`src/rtl/counter_clk_div.sv`:
```
// counter_clk_div: divides clk into a square wave aclk toggling every half enabled cycles, with a tick strobe on each aclk rise
module counter_clk_div #(
  parameter int          WIDTH        = 27,
  parameter int unsigned DEFAULT_HALF = 50000000
) (
  input  logic             clk,
  input  logic             rst,
  input  logic             en,
  input  logic             load,
  input  logic [WIDTH-1:0] half_in,
  output logic             aclk,
  output logic             tick,
  output logic [WIDTH-1:0] count
);
  logic [WIDTH-1:0] cnt_q, cnt_d, half_q, half_d;
  logic             aclk_q, aclk_d, tick_q, tick_d, wrap;
  always_comb begin
    wrap   = cnt_q == half_q - WIDTH'(1);
    cnt_d  = load ? '0 : en ? (wrap ? '0 : cnt_q + WIDTH'(1)) : cnt_q;
    half_d = load ? (half_in == '0 ? WIDTH'(1) : half_in) : half_q;
    aclk_d = (!load && en && wrap) ? ~aclk_q : aclk_q;
    tick_d = !load && en && wrap && !aclk_q;
  end
  always_ff @(posedge clk) begin
    if (rst) begin
      cnt_q  <= '0;
      half_q <= WIDTH'(DEFAULT_HALF);
      aclk_q <= 1'b0;
      tick_q <= 1'b0;
    end else begin
      cnt_q  <= cnt_d;
      half_q <= half_d;
      aclk_q <= aclk_d;
      tick_q <= tick_d;
    end
  end
  assign aclk  = aclk_q;
  assign tick  = tick_q;
  assign count = cnt_q;
endmodule

```
`config.mk`:
```
export PLATFORM = sky130hd
export DESIGN_NAME = counter_clk_div
export DESIGN_NICKNAME = d
export VERILOG_FILES = /design/src/rtl/counter_clk_div.sv
export SDC_FILE = /design/constraint.sdc
export NUM_CORES = 1
export LEC_CHECK = 0
export ABC_AREA = 1
export BUFFER_PORTS_ARGS = -buffer_cell sky130_fd_sc_hd__buf_2
export CORE_UTILIZATION = 25
export DETAILED_ROUTE_END_ITERATION = 8
export GPL_ROUTABILITY_DRIVEN = 1
export MAX_ROUTING_LAYER = met4
export SYNTH_ARGS = -nofsm -noshare
export SYNTH_HDL_FRONTEND = slang
export SYNTH_SLANG_ARGS = --single-unit
```
`constraint.sdc`:
```
create_clock -name clk -period 3.1 [get_ports clk]
set_input_delay 0.31 -clock clk [delete_from_list [all_inputs] [get_ports clk]]
set_output_delay 0.31 -clock clk [all_outputs]
set_load 0.02 [all_outputs]
```
# Word-level counts from Yosys, hierarchy flattened
# Cells that the tools add are included.
[classes]
n_addsub = 2
eq_ne = 1
muxes = 2
bitwise_logic = 1
reduce_logical = 7
[op_table]
columns = ["operator", "count"]
rows = [
  ["$mux 27", 2],
  ["$add 27x1->27 const B", 1],
  ["$eq 27x27->1", 1],
  ["$logic_not 27->1", 1],
  ["$sub 27x1->27 const B", 1],
  ["$logic_and 1x1->1", 3],
  ["$logic_not 1->1", 2],
  ["$reduce_or 2->1", 1],
  ["$not 1->1", 1],
]
[totals]
reg_bits = 56
inputBits = 31
out_inout_bits = 29
elab_cells = 17

# Longest topological paths before layout
# Gate-level depths: netlist (run 1).
[logic_depth]
depth_word = 4
depth_mapped = 17
depth_no_buf = 17

# Least setup slack after synthesis (run 1)
# Ideal clock, no wire load.
[synth_path]
kind = "register to register"
startpoint = "register half_q[0]"
endpoint = "register cnt_q[15] (netlist: count[15])"
setup_time_ns = 0.119
arrival_time_ns = 1.847
t_required_ns = 2.981
path_slack_ns = 1.134
path_stages_with_launch = 15
path_buffers = 1
period_less_slack_ns = 1.966
cell_sequence = "dfxtp_1 -> inv_1 -> ha_1 -> nand2_2 -> nor2_4 -> nand2_2 -> nor2_2 -> nand2_1 -> nand2_1 -> nand3b_4 -> nor2_2 -> nand4_2 -> nand2_4 -> buf_12 -> nor2_2"
[synth_via]
elab_chain_len = 3
[synth_rtl]
columns = ["item", "line", "text"]
rows = [
  ["start, declared", "15", "logic [WIDTH-1:0] cnt_q, cnt_d, half_q, half_d;"],
  ["start signal, assigned", "27", "half_q <= WIDTH'(DEFAULT_HALF);"],
  ["start signal, assigned", "32", "half_q <= half_d;"],
  ["$sub 27x1->27", "18", "wrap = cnt_q == half_q - WIDTH'(1);"],
  ["$eq 27x27->1", "18", ""],
  ["$mux 27", "19", "cnt_d = load ? '0 : en ? (wrap ? '0 : cnt_q + WIDTH'(1)) : cnt_q;"],
  ["end signal, assigned", "31", "cnt_q <= cnt_d;"],
  ["end, declared", "15", ""],
]
# No other way between the ends.
# A chain may end at the register's enable or synchronous reset.

# Worst setup path after layout (run 1)
[layout_path]
startpoint = "register half_q[0]"
endpoint = "register cnt_q[24] (netlist: count[24])"
# Same word-level chain as after synthesis.

==> results_dict.tcl, run 1 <==
set metrics [dict create \
    outcome "completed" \
    dp_worst_setup_slack_ns 0.698 \
    core_area_um2 14700 \
    timing.reg2reg.worst_path_depth 13 \
    postSynth.asyncResetShare_pct 0 \
    fin_crit_ns 2.43 \
    hold_class "in2reg" \
    port_buffers 59 \
    yosys_warnings 0 \
    multi_input_area_um2 2340 \
    initial_antenna_violation_count 0 \
    via_per_inst 4.54 \
    final-setup-viol-count 0 \
    holdCritStartpoint "half_in[23]" \
    worst_setup_path_startpoint "half_q[0]" \
    finalHoldWorstSlack_ns 0.235 \
    cts_sinks 56 \
    antenna_violating_nets_post_route 0 \
    p_per_area_nw_per_um2 381 \
    postSynthCellCount 591 \
    numCtsBuffers 5 \
    power.leakage_nw 1.98 \
    endpoint_kind "register" \
    filler_cell_count 1615 \
    worst_r2r_endpoint "count[24]" \
    path_clk_slew_ns 0.07 \
    finalCritPeriodShare_pct 78.3 \
    ir_drop_mv 0.221 \
    clk_root_buffer_cell "clkbuf_16" \
    detail_route.iter0.violations 259 \
    crit_type "reg2reg" \
    cts_max_level 2 \
    finalWorstSetupSlack_ns 0.672 \
    drt-wirelength-per-cell_um 14.0 \
    crit-reg2reg-launch "half_q[0]" \
    via_count_of_the_first_global_routing_pass 3660 \
    number_of_max_slew_violations_in_the_final_report 0 \
    seq_area_um2 1120 \
    place_congestion 0.906 \
    ys_seq_area_share_pct 29.5 \
    detail_route.drc_violations 0 \
    insertion_delay_ns 0.30 \
    max_slew_margin_pct 51.3 \
    netlist_area_um2 3800 \
    fin_worst_skew_ns 0.00720 \
    initial_util_pct 25.8 \
    ctsHoldBuffers 0 \
    postCtsResizedCells 0 \
    finalHoldViolations 0 \
    core.rowCount 44 \
    detailroute.via_count 3806 \
    worstHoldEndpoint "half_q[23]" \
    final_util_pct 30.3 \
    max_capacitance_violation_total 0 \
    boundaryPins 60 \
    wire_length_of_the_first_global_routing_pass_um 18600 \
    worstPathArrival_ns 2.61 \
    drive_gt1_share_pct 18.0 \
    commonest_non_fill_non_tap_cell_in_the_layout "nand2_1" \
    fin_tns_setup_ns 0 \
    detailedPlacementHpwl_um 9560 \
    cts_tree "done" \
    globalRouteTotalUtil_pct 15.6 \
    r2r_slack_ns 0.67 \
    setup.worst_path.start_class "register" \
    synth_register_bits 56 \
    chipWidth_um 125 \
    fp.dieH_um 125 \
    die_area_um2 15700 \
    yosysUniqueCellTypes 35 \
    tritonroute_pass_1_iters 4 \
    most-common-layout-cells "nand2_1 (164), nor2_1 (74), inv_1 (70), buf_2 (59), dfxtp_1 (56)" \
    setup_buffers_after_cts 0 \
    path_max_fanout 26 \
    synthesis.nets 624 \
    rsz0062_at_grt "false" \
    worst-endpoint-required_ns 3.28 \
    globalRoute.totalOverflow 0 \
    wl_final_um 11700 \
    final_net_count 686 \
    clock.fmax_mhz 412 \
    cts_buffer_depth 2 \
    antenna-diode-count 0 \
    syn_avg_cell_area_um2 6.43 \
    synth-main-ff-cell "dfxtp_1" \
    worst_pin_slew_ns 0.729 \
    synth_enable_flop_cells 0 \
    area_growth_syn_to_layout_pct 17.3 \
    largest_net_degree_at_the_start_of_global_routing 27 \
    holdPathStages 3 \
]
==> sequential cells by signal, indices dropped and copies added, names as in the netlist <==
name and cells:
count 27, half_q 27, aclk 1, tick 1
==> how the worst max path moves through the flow <==
| stage | to | cells after the start |
|---|---|---|
| 6_report | count[24] | 13 |
| 5_1_grt | count[24] | 13 |
| 4_1_cts | count[24] | 13 |
| 3_5_place_dp | count[24] | 13 |
| 3_3_place_gp | count[24] | 13 |
| 2_1_floorplan | count[15] | 14 |
==> layout make-up <==
class	instances	area share, %
Sequential cell	56	25.2
Timing Repair Buffer	64	7.47
Multi-Input combinational cell	454	52.4
Clock inverter	2	0.787
Tap cell	184	5.17
Clock buffer	6	2.89
Inverter	72	6.07
==> power breakdown <==
part           leakage, nW  internal [W]  total (W)  switching [W]
sequential           0.458      0.000742   0.000771      0.0000285
clock               0.0808      0.000381   0.000649       0.000268
combinational         1.45     0.0000925   0.000276       0.000183
==> synth_stat cells, types with 2 or more instances <==
| library cell | count | area (um2) |
|---|---|---|
| xnor2_1 | 15 | 131 |
| o21ai_1 | 2 | 10.0 |
| buf_12 | 2 | 40.0 |
| nor4_1 | 7 | 43.8 |
| nand3_1 | 53 | 265 |
| nor2_1 | 74 | 278 |
| nor2_4 | 5 | 56.3 |
| o22ai_1 | 6 | 37.5 |
| nand4_1 | 18 | 113 |
| ha_1 | 2 | 25.0 |
| o21bai_1 | 2 | 15.0 |
| xor2_1 | 29 | 254 |
| nor2_2 | 31 | 194 |
| inv_1 | 70 | 263 |
| a21oi_1 | 3 | 15.0 |
| o21ai_0 | 11 | 55.1 |
| nor3_1 | 12 | 60.1 |
| nand2_2 | 5 | 31.3 |
| nand3b_1 | 5 | 37.5 |
| dfxtp_1 | 56 | 1120 |
| clkbuf_1 | 6 | 22.5 |
| nand2_1 | 164 | 616 |
==> critical path: stages, from the launching register on <==
cell and delay, ns:
dfxtp_1 0.34, inv_1 0.11, ha_1 0.21, nand2_2 0.16, nor2_4 0.25, nand2_1 0.15, inv_1 0.08, nand4_1 0.06
nand2_1 0.12, inv_1 0.04, nor2_1 0.18, nand4_2 0.16, nand2_4 0.35, nor2_1 0.09
==> stage by stage <==
| stage | cell area, um2 | total power [W] | std cells |
|---|---|---|---|
| 2_1_floorplan | 3800 | 0.000979 | 591 |
| 3_3_place_gp | 4290 | 0.00106 | 830 |
| 3_5_place_dp | 4290 | 0.00106 | 830 |
| 4_1_cts | 4450 | 0.00170 | 838 |
| 5_1_grt | 4450 | 0.00176 | 838 |
| 6_report | 4450 | 0.00170 | 838 |
==> cells by family after synthesis <==
kind of cell    synth area share, %
buf+inv                        8.96
compound gates                 4.09
flops                          29.5
mux                           0.264
simple gates                   46.4
fa+ha+maj                     0.659
xor+xnor                       10.1
==> layer usage <==
| layer | wire length, um | up-vias | track usage, % |
|---|---|---|---|
| met1 | 5410 | 1722 | 18.8 |
| li1 | - | 1997 | - |
| met4 | 319 | 0 | 6.03 |
| met3 | 442 | 16 | 1.97 |
| met5 | 0 | - | - |
| met2 | 5530 | 71 | 26.3 |
Note: power is estimated with default switching activity, not from simulation.
==> run 2: changes to the inputs <==
- clock period: 3.1 -> 2 ns (I/O delays scaled with it)
==> run 2 against run 1 <==
Compared with the run above:
- the flow now finishes with violations (negative setup slack)
- core utilization is 5.2 points higher
- clock power is 41% higher
- wire length is 6.2% higher
- die area stayed put
- sequential power is 56% higher
- non-clock buffer count is 61 higher
- combinational power is 110% higher
- first-iteration DRC count is 8.1% lower
- worst setup slack worse by 0.74 ns
- critical path type unchanged
==> results_dict.tcl, run 2 (same netlist as run 1, synthesis figures left out) <==
set metrics [dict create \
    holdPathStages 3 \
    final_net_count 748 \
    detail_route.drc_violations 0 \
    drive_gt1_share_pct 31.6 \
    drt-wirelength-per-cell_um 13.8 \
    finalCritPeriodShare_pct 104 \
    ir_drop_mv 0.372 \
    dp_worst_setup_slack_ns -0.0965 \
    via_per_inst 4.59 \
    wl_met2_um 6330 \
    wire_length_of_the_first_global_routing_pass_um 19700 \
    rsz0062_at_grt "true" \
    worst-endpoint-required_ns 2.20 \
    r2r_slack_ns -0.07 \
    detailroute.via_count 4127 \
    finalWorstSetupSlack_ns -0.0703 \
    filler_cell_count 1551 \
    die_area_um2 15700 \
    finalHoldViolations 0 \
    antenna_violating_nets_post_route 0 \
    detail_route.iter0.violations 238 \
    detailedPlacementHpwl_um 10200 \
    crit-reg2reg-launch "half_q[1]" \
    initial_antenna_violation_count 0 \
    initial_util_pct 25.8 \
    cts_tree "done" \
    placed_inst_area_um2 4730 \
    cts_sinks 56 \
    cts_max_level 2 \
    boundaryPins 60 \
    max_capacitance_violation_total 0 \
    worst_pin_slew_ns 0.641 \
    crit_chain "inv_2 > ha_4 > nand2_8 > nor2_4 > nand3_1 > nand2_1 > nand2_1 > nand3b_4 > nor2_4 > nand4_4 > nand2_8 > clkbuf_16 > nor2_2" \
    timing.reg2reg.worst_path_depth 13 \
    endpoint_kind "register" \
    failed_checks "negative setup slack" \
    port_buffers 59 \
    holdCritStartpoint "half_in[22]" \
    final_util_pct 35.5 \
    clk_root_buffer_cell "clkbuf_16" \
    fp.dieH_um 125 \
    setup.worst_path.start_class "register" \
    globalRoute.totalOverflow 0 \
    clock.fmax_mhz 483 \
    core.rowCount 44 \
    tritonroute_pass_1_iters 5 \
    globalRouteTotalUtil_pct 16.4 \
    area_growth_syn_to_layout_pct 37.3 \
    met1Wirelength_um 5540 \
    hold_class "in2reg" \
    fin_crit_ns 2.07 \
    number_of_max_slew_violations_in_the_final_report 0 \
    path_max_fanout 8 \
    fin_worst_skew_ns 0.00271 \
    max_slew_margin_pct 57.2 \
    worstHoldEndpoint "half_q[22]" \
    core_area_um2 14700 \
    top_layer_used "met4" \
    via_count_of_the_first_global_routing_pass 3984 \
    largest_net_degree_at_the_start_of_global_routing 21 \
    p_per_area_nw_per_um2 514 \
    commonest_non_fill_non_tap_cell_in_the_layout "nand2_1" \
    insertion_delay_ns 0.30 \
    critical-path-top-delay-family "simple AND/OR/NAND/NOR gates" \
    outcome "finished, violations left" \
    seq_area_um2 1130 \
    finalHoldWorstSlack_ns 0.127 \
    cp_slowest_cell "dfxtp_2" \
    cts_buffer_depth 2 \
    power.leakage_nw 2.36 \
    met3RoutedLength_um 355 \
    ctsHoldBuffers 0 \
    antenna-diode-count 0 \
    critPathBufInv 2 \
    worst_r2r_endpoint "count[6]" \
    wl_final_um 12400 \
    numCtsBuffers 5 \
    worstPathArrival_ns 2.27 \
    chipWidth_um 125 \
    place_congestion 0.913 \
    final_cell_area_um2 5220 \
    final-setup-viol-count 29 \
    most-common-layout-cells "nand2_1 (154), inv_1 (67), buf_4 (61), buf_2 (59), nor2_1 (57)" \
    crit_type "reg2reg" \
    cp_slowest_stage_delay_ns 0.33 \
    multi_input_area_um2 2570 \
    path_clk_slew_ns 0.07 \
]
run 2: cell types whose count changed in the layout (fill, tap and decap cells not counted), sizes merged:
| cell | before | now |
|---|---|---|
| buf | 64 | 124 |
| clkinvlp | 0 | 2 |
| bufinv | 1 | 0 |
| clkbuf | 6 | 7 |
| clkinv | 2 | 1 |
| nor2 | 110 | 111 |
run 2: power by group:
| part | internal [W] | switching, W |
|---|---|---|
| clock network | 0.000499 | 0.000417 |
| logic | 0.000241 | 0.000325 |
| registers | 0.00115 | 0.0000474 |
| total | 0.00189 | 0.000790 |
run 2: per-stage QoR:
stage | cells | total power, W | setup TNS (ns)
6_report | 900 | 0.00268 | -1.39
5_1_grt | 900 | 0.00279 | -4.68
3_5_place_dp | 885 | 0.00171 | -1.95
3_3_place_gp | 885 | 0.00171 | -1.92
4_1_cts | 897 | 0.00266 | -0.0267
2_1_floorplan | 591 | 0.00152 | 0
run 2: area by class of cell:
class,count,area share (%)
multi-input cells,455,49.3
flip-flops and latches,56,21.8
repair buffers,125,16.4
inverters,72,5.18
well taps,184,4.41
clock buffers,6,2.66
clock inverters,2,0.288
run 2: repair_timing:
item	in CTS	in global routing
gates resized for setup	29	40
setup buffers	2	2
setup endpoints to repair	28	29
cloned	2	1
endpoints found under the hold margin	0	0
pin swaps	2	18
run 2: how the worst max path moves through the flow:
stage	cells past startpoint	endpoint	start
6_report	13	count[6]	half_q[1]
5_1_grt	16	count[24]	half_q[1]
4_1_cts	13	count[5]	half_q[14]
3_5_place_dp	14	count[24]	half_q[0]
3_3_place_gp	13	count[24]	half_q[0]
2_1_floorplan	14	count[15]	half_q[0]
run 2: layer usage:
layer / vias to the layer above / GRT usage [%]
li1: 2129 / -
met1: 1905 / 19.3
met2: 81 / 29.4
met3: 12 / 1.45
met4: 0 / 5.31
met5: - / -
run 2: worst reg2reg max path, cell delays in order (launching register included):
cell	delay, ns
dfxtp_2	0.33
inv_2	0.07
ha_4	0.17
nand2_8	0.09
nor2_4	0.22
nand3_1	0.11
nand2_1	0.11
nand2_1	0.09
nand3b_4	0.17
nor2_4	0.14
nand4_4	0.14
nand2_8	0.14
clkbuf_16	0.16
nor2_2	0.03
==> run 3: changes to the inputs <==
- ABC_AREA: 1 -> 0
==> run 3 against run 2 <==
Compared with the run above:
- the run still ends with negative setup slack left
- hold slack barely moved
- synthesized area fell by 15%
- synthesized cell count fell by 36%
- sequential power barely moved
- first-iteration DRC count fell by 35%
- critical path type unchanged
- clock skew rose by 0.0044 ns
- critical path depth fell by 1
- critical endpoint is now count[24]
- core utilization rose by 1.9 points
- design area fell by 9.5%
==> results_dict.tcl, run 3 <==
set metrics [dict create \
    outcome "finished, violations left" \
    failed_checks "negative setup slack" \
    via_per_inst 4.69 \
    synth_compound_area_share_pct 14.8 \
    boundaryPins 60 \
    synth_register_bits 56 \
    syn_avg_cell_area_um2 8.55 \
    finalHoldViolations 0 \
    yosys.cell_count.top_type "dfxtp_1" \
    wire_length_of_the_first_global_routing_pass_um 16400 \
    top_layer_used "met4" \
    switching_share_pct 26.9 \
    synthesis.nets 411 \
    path_clk_slew_ns 0.07 \
    rsz0062_at_grt "true" \
    core.rowCount 41 \
    filler_cell_count 1303 \
    p_per_area_nw_per_um2 539 \
    met1Wirelength_um 4620 \
    max_capacitance_violation_total 0 \
    number_of_max_slew_violations_in_the_final_report 0 \
    ir_drop_mv 0.315 \
    finalWorstSetupSlack_ns -0.599 \
    max_slew_margin_pct 52.7 \
    most-common-layout-cells "buf_4 (91), buf_2 (59), dfxtp_1 (53), nor2_1 (41), xor2_1 (32)" \
    fp.dieH_um 116 \
    synth_enable_flop_cells 0 \
    drive_gt1_share_pct 40.0 \
    endpoint_kind "register" \
    netlist_area_um2 3230 \
    netlist.area_leader.share_pct 34.7 \
    yosys-mux-area-fraction_pct 1.55 \
    ys_seq_area_share_pct 34.7 \
    detail_route.drc_violations 0 \
    power.share.sequential_pct 47.1 \
    power.net_switching_w 0.000684 \
    synthSimpleGateAreaFrac_pct 28.2 \
    chipWidth_um 116 \
    hold_class "in2reg" \
    cts_tree "done" \
    synthAdderAreaFrac_pct 0.774 \
    fin_crit_ns 2.60 \
    antenna-diode-count 0 \
    power.leakage_nw 1.98 \
    drt-wirelength-per-cell_um 14.5 \
    worstPathArrival_ns 2.80 \
    area_growth_syn_to_layout_pct 45.9 \
    detailedPlacementHpwl_um 7770 \
    yosysUniqueCellTypes 54 \
    numCtsBuffers 5 \
    post_synth_top_cells "dfxtp_1 (56), nor2_1 (52), xor2_1 (32), xnor2_1 (25), nand2_1 (22)" \
    commonest_non_fill_non_tap_cell_in_the_layout "buf_4" \
    worst_pin_slew_ns 0.707 \
    globalRoute.totalOverflow 0 \
    wl_met2_um 5010 \
    core_area_um2 12600 \
    detailroute.via_count 3255 \
    initial_util_pct 25.6 \
    met3RoutedLength_um 321 \
    postSynth.asyncResetShare_pct 0 \
    cts_sinks 56 \
    die_area_um2 13400 \
    tritonroute_pass_1_iters 4 \
    globalRouteTotalUtil_pct 16.2 \
    final_net_count 555 \
    fin_worst_skew_ns 0.00708 \
    via_count_of_the_first_global_routing_pass 3248 \
    main_combinational_cell_family_by_area_after_synthesis "simple AND/OR/NAND/NOR gates" \
    postSynthCellCount 378 \
    port_buffers 59 \
    wl_final_um 10000 \
    placed_cells_incl_taps 677 \
    cell_type_contributing_the_most_total_cell_area_after_synthesis "dfxtp_1" \
    detail_route.iter0.violations 154 \
    comb_power_share_pct 19.1 \
    yosys_warnings 0 \
    power_report.internal_total_w 0.00186 \
    worst-endpoint-required_ns 2.20 \
    clk_root_buffer_cell "clkbuf_16" \
    finish.cell_count_without_fillers 694 \
    place_congestion 0.850 \
    setup.worst_path.start_class "register" \
    synth-main-ff-cell "dfxtp_1" \
    synth_top_cells_by_area "dfxtp_1 (35%), xor2_1 (8.7%), xnor2_1 (6.8%), nor2_1 (6.0%), a211o_1 (3.5%)" \
    finalCritPeriodShare_pct 130 \
    clock.fmax_mhz 385 \
    crit_type "reg2reg" \
    final_util_pct 37.4 \
    largest_net_degree_at_the_start_of_global_routing 26 \
    insertion_delay_ns 0.30 \
    initial_antenna_violation_count 0 \
    total_power_w 0.00254 \
    path_max_fanout 6 \
    synth-xor-area-share_pct 15.4 \
    cts_max_level 2 \
    antenna_violating_nets_post_route 0 \
    cts_buffer_depth 2 \
    clock_power_share_pct 33.7 \
    ctsHoldBuffers 0 \
    final-setup-viol-count 29 \
]
run 3: path summary, 6_finish.rpt:
kind	depth (start not counted)	to	start	slack, ns
worst max-delay path	12	count[24]	half_q[0]	-0.60
worst min register to register	2	half_q[26]	half_q[26]	0.53
worst min-delay path	2	half_q[7]	half_in[7]	0.13
worst max register to register	12	count[24]	half_q[0]	-0.60
run 3: logic make-up (layout without fill, tap and decap cells):
logic type / after synthesis / after routing
adder cells (fa/ha/maj): 2 / 2
XOR/XNOR: 57 / 57
buffers and inverters: 25 / 169
multiplexers: 5 / 5
AND/OR/NAND/NOR: 167 / 167
AO/OA/AOI/OAI: 66 / 66
flip-flops: 56 / 56
run 3: critical path, cell delays in order (launching register included):
cell and delay [ns]:
dfxtp_4 0.37, inv_4 0.06, ha_4 0.13, nor3b_4 0.26, nand2_2 0.13, nor3_2 0.21
xnor2_1 0.12, or4_4 0.56, nor4_4 0.18, a21o_4 0.21, buf_6 0.12, buf_16 0.12
nor2_1 0.04
run 3: routing by layer:
| metal | vias up | global-route usage, % |
|---|---|---|
| met5 | - | - |
| met4 | 0 | 3.50 |
| met3 | 12 | 2.46 |
| met2 | 58 | 27.6 |
| met1 | 1549 | 20.3 |
| li1 | 1636 | - |
run 3: final cells by class:
cell class,count,area (um2),share of cell area (%)
Clock inverter,1,5.00,0.106
Tap cell,172,215,4.56
Timing Repair Buffer,154,1060,22.4
Sequential cell,56,1130,23.9
Multi-Input combinational cell,297,2150,45.6
Inverter,8,32.5,0.690
Clock buffer,6,129,2.73
run 3: stage by stage:
| stage | instance area, um2 | worst slack, ns | setup TNS [ns] | hold slack, ns |
|---|---|---|---|---|
| floorplan | 3260 | -0.524 | -13.57 | 0.309 |
| global placement | 4300 | -0.624 | -14.75 | 0.425 |
| detailed placement | 4300 | -0.759 | -18.77 | 0.430 |
| CTS | 4610 | -0.620 | -15.97 | 0.122 |
| global route | 4720 | -0.735 | -19.41 | 0.118 |
| finish | 4720 | -0.599 | -15.41 | 0.127 |
run 3: power by group through the flow:
stage	Clock (W)	Sequential, W	Combinational (W)
global route	0.000937	0.00121	0.000528
detailed placement	0	0.00122	0.000425
floorplan	0	0.00121	0.000243
finish	0.000858	0.00120	0.000486
CTS	0.000876	0.00120	0.000467
global placement	0	0.00122	0.000421
run 3: what timing repair did:
| action | CTS | global route |
|---|---|---|
| gates cloned | 2 | 0 |
| gates resized for setup | 21 | 26 |
| setup endpoints to repair | 29 | 29 |
| pin swaps | 18 | 10 |
| hold endpoints to repair | 0 | 0 |
| buffers inserted | 7 | 3 |
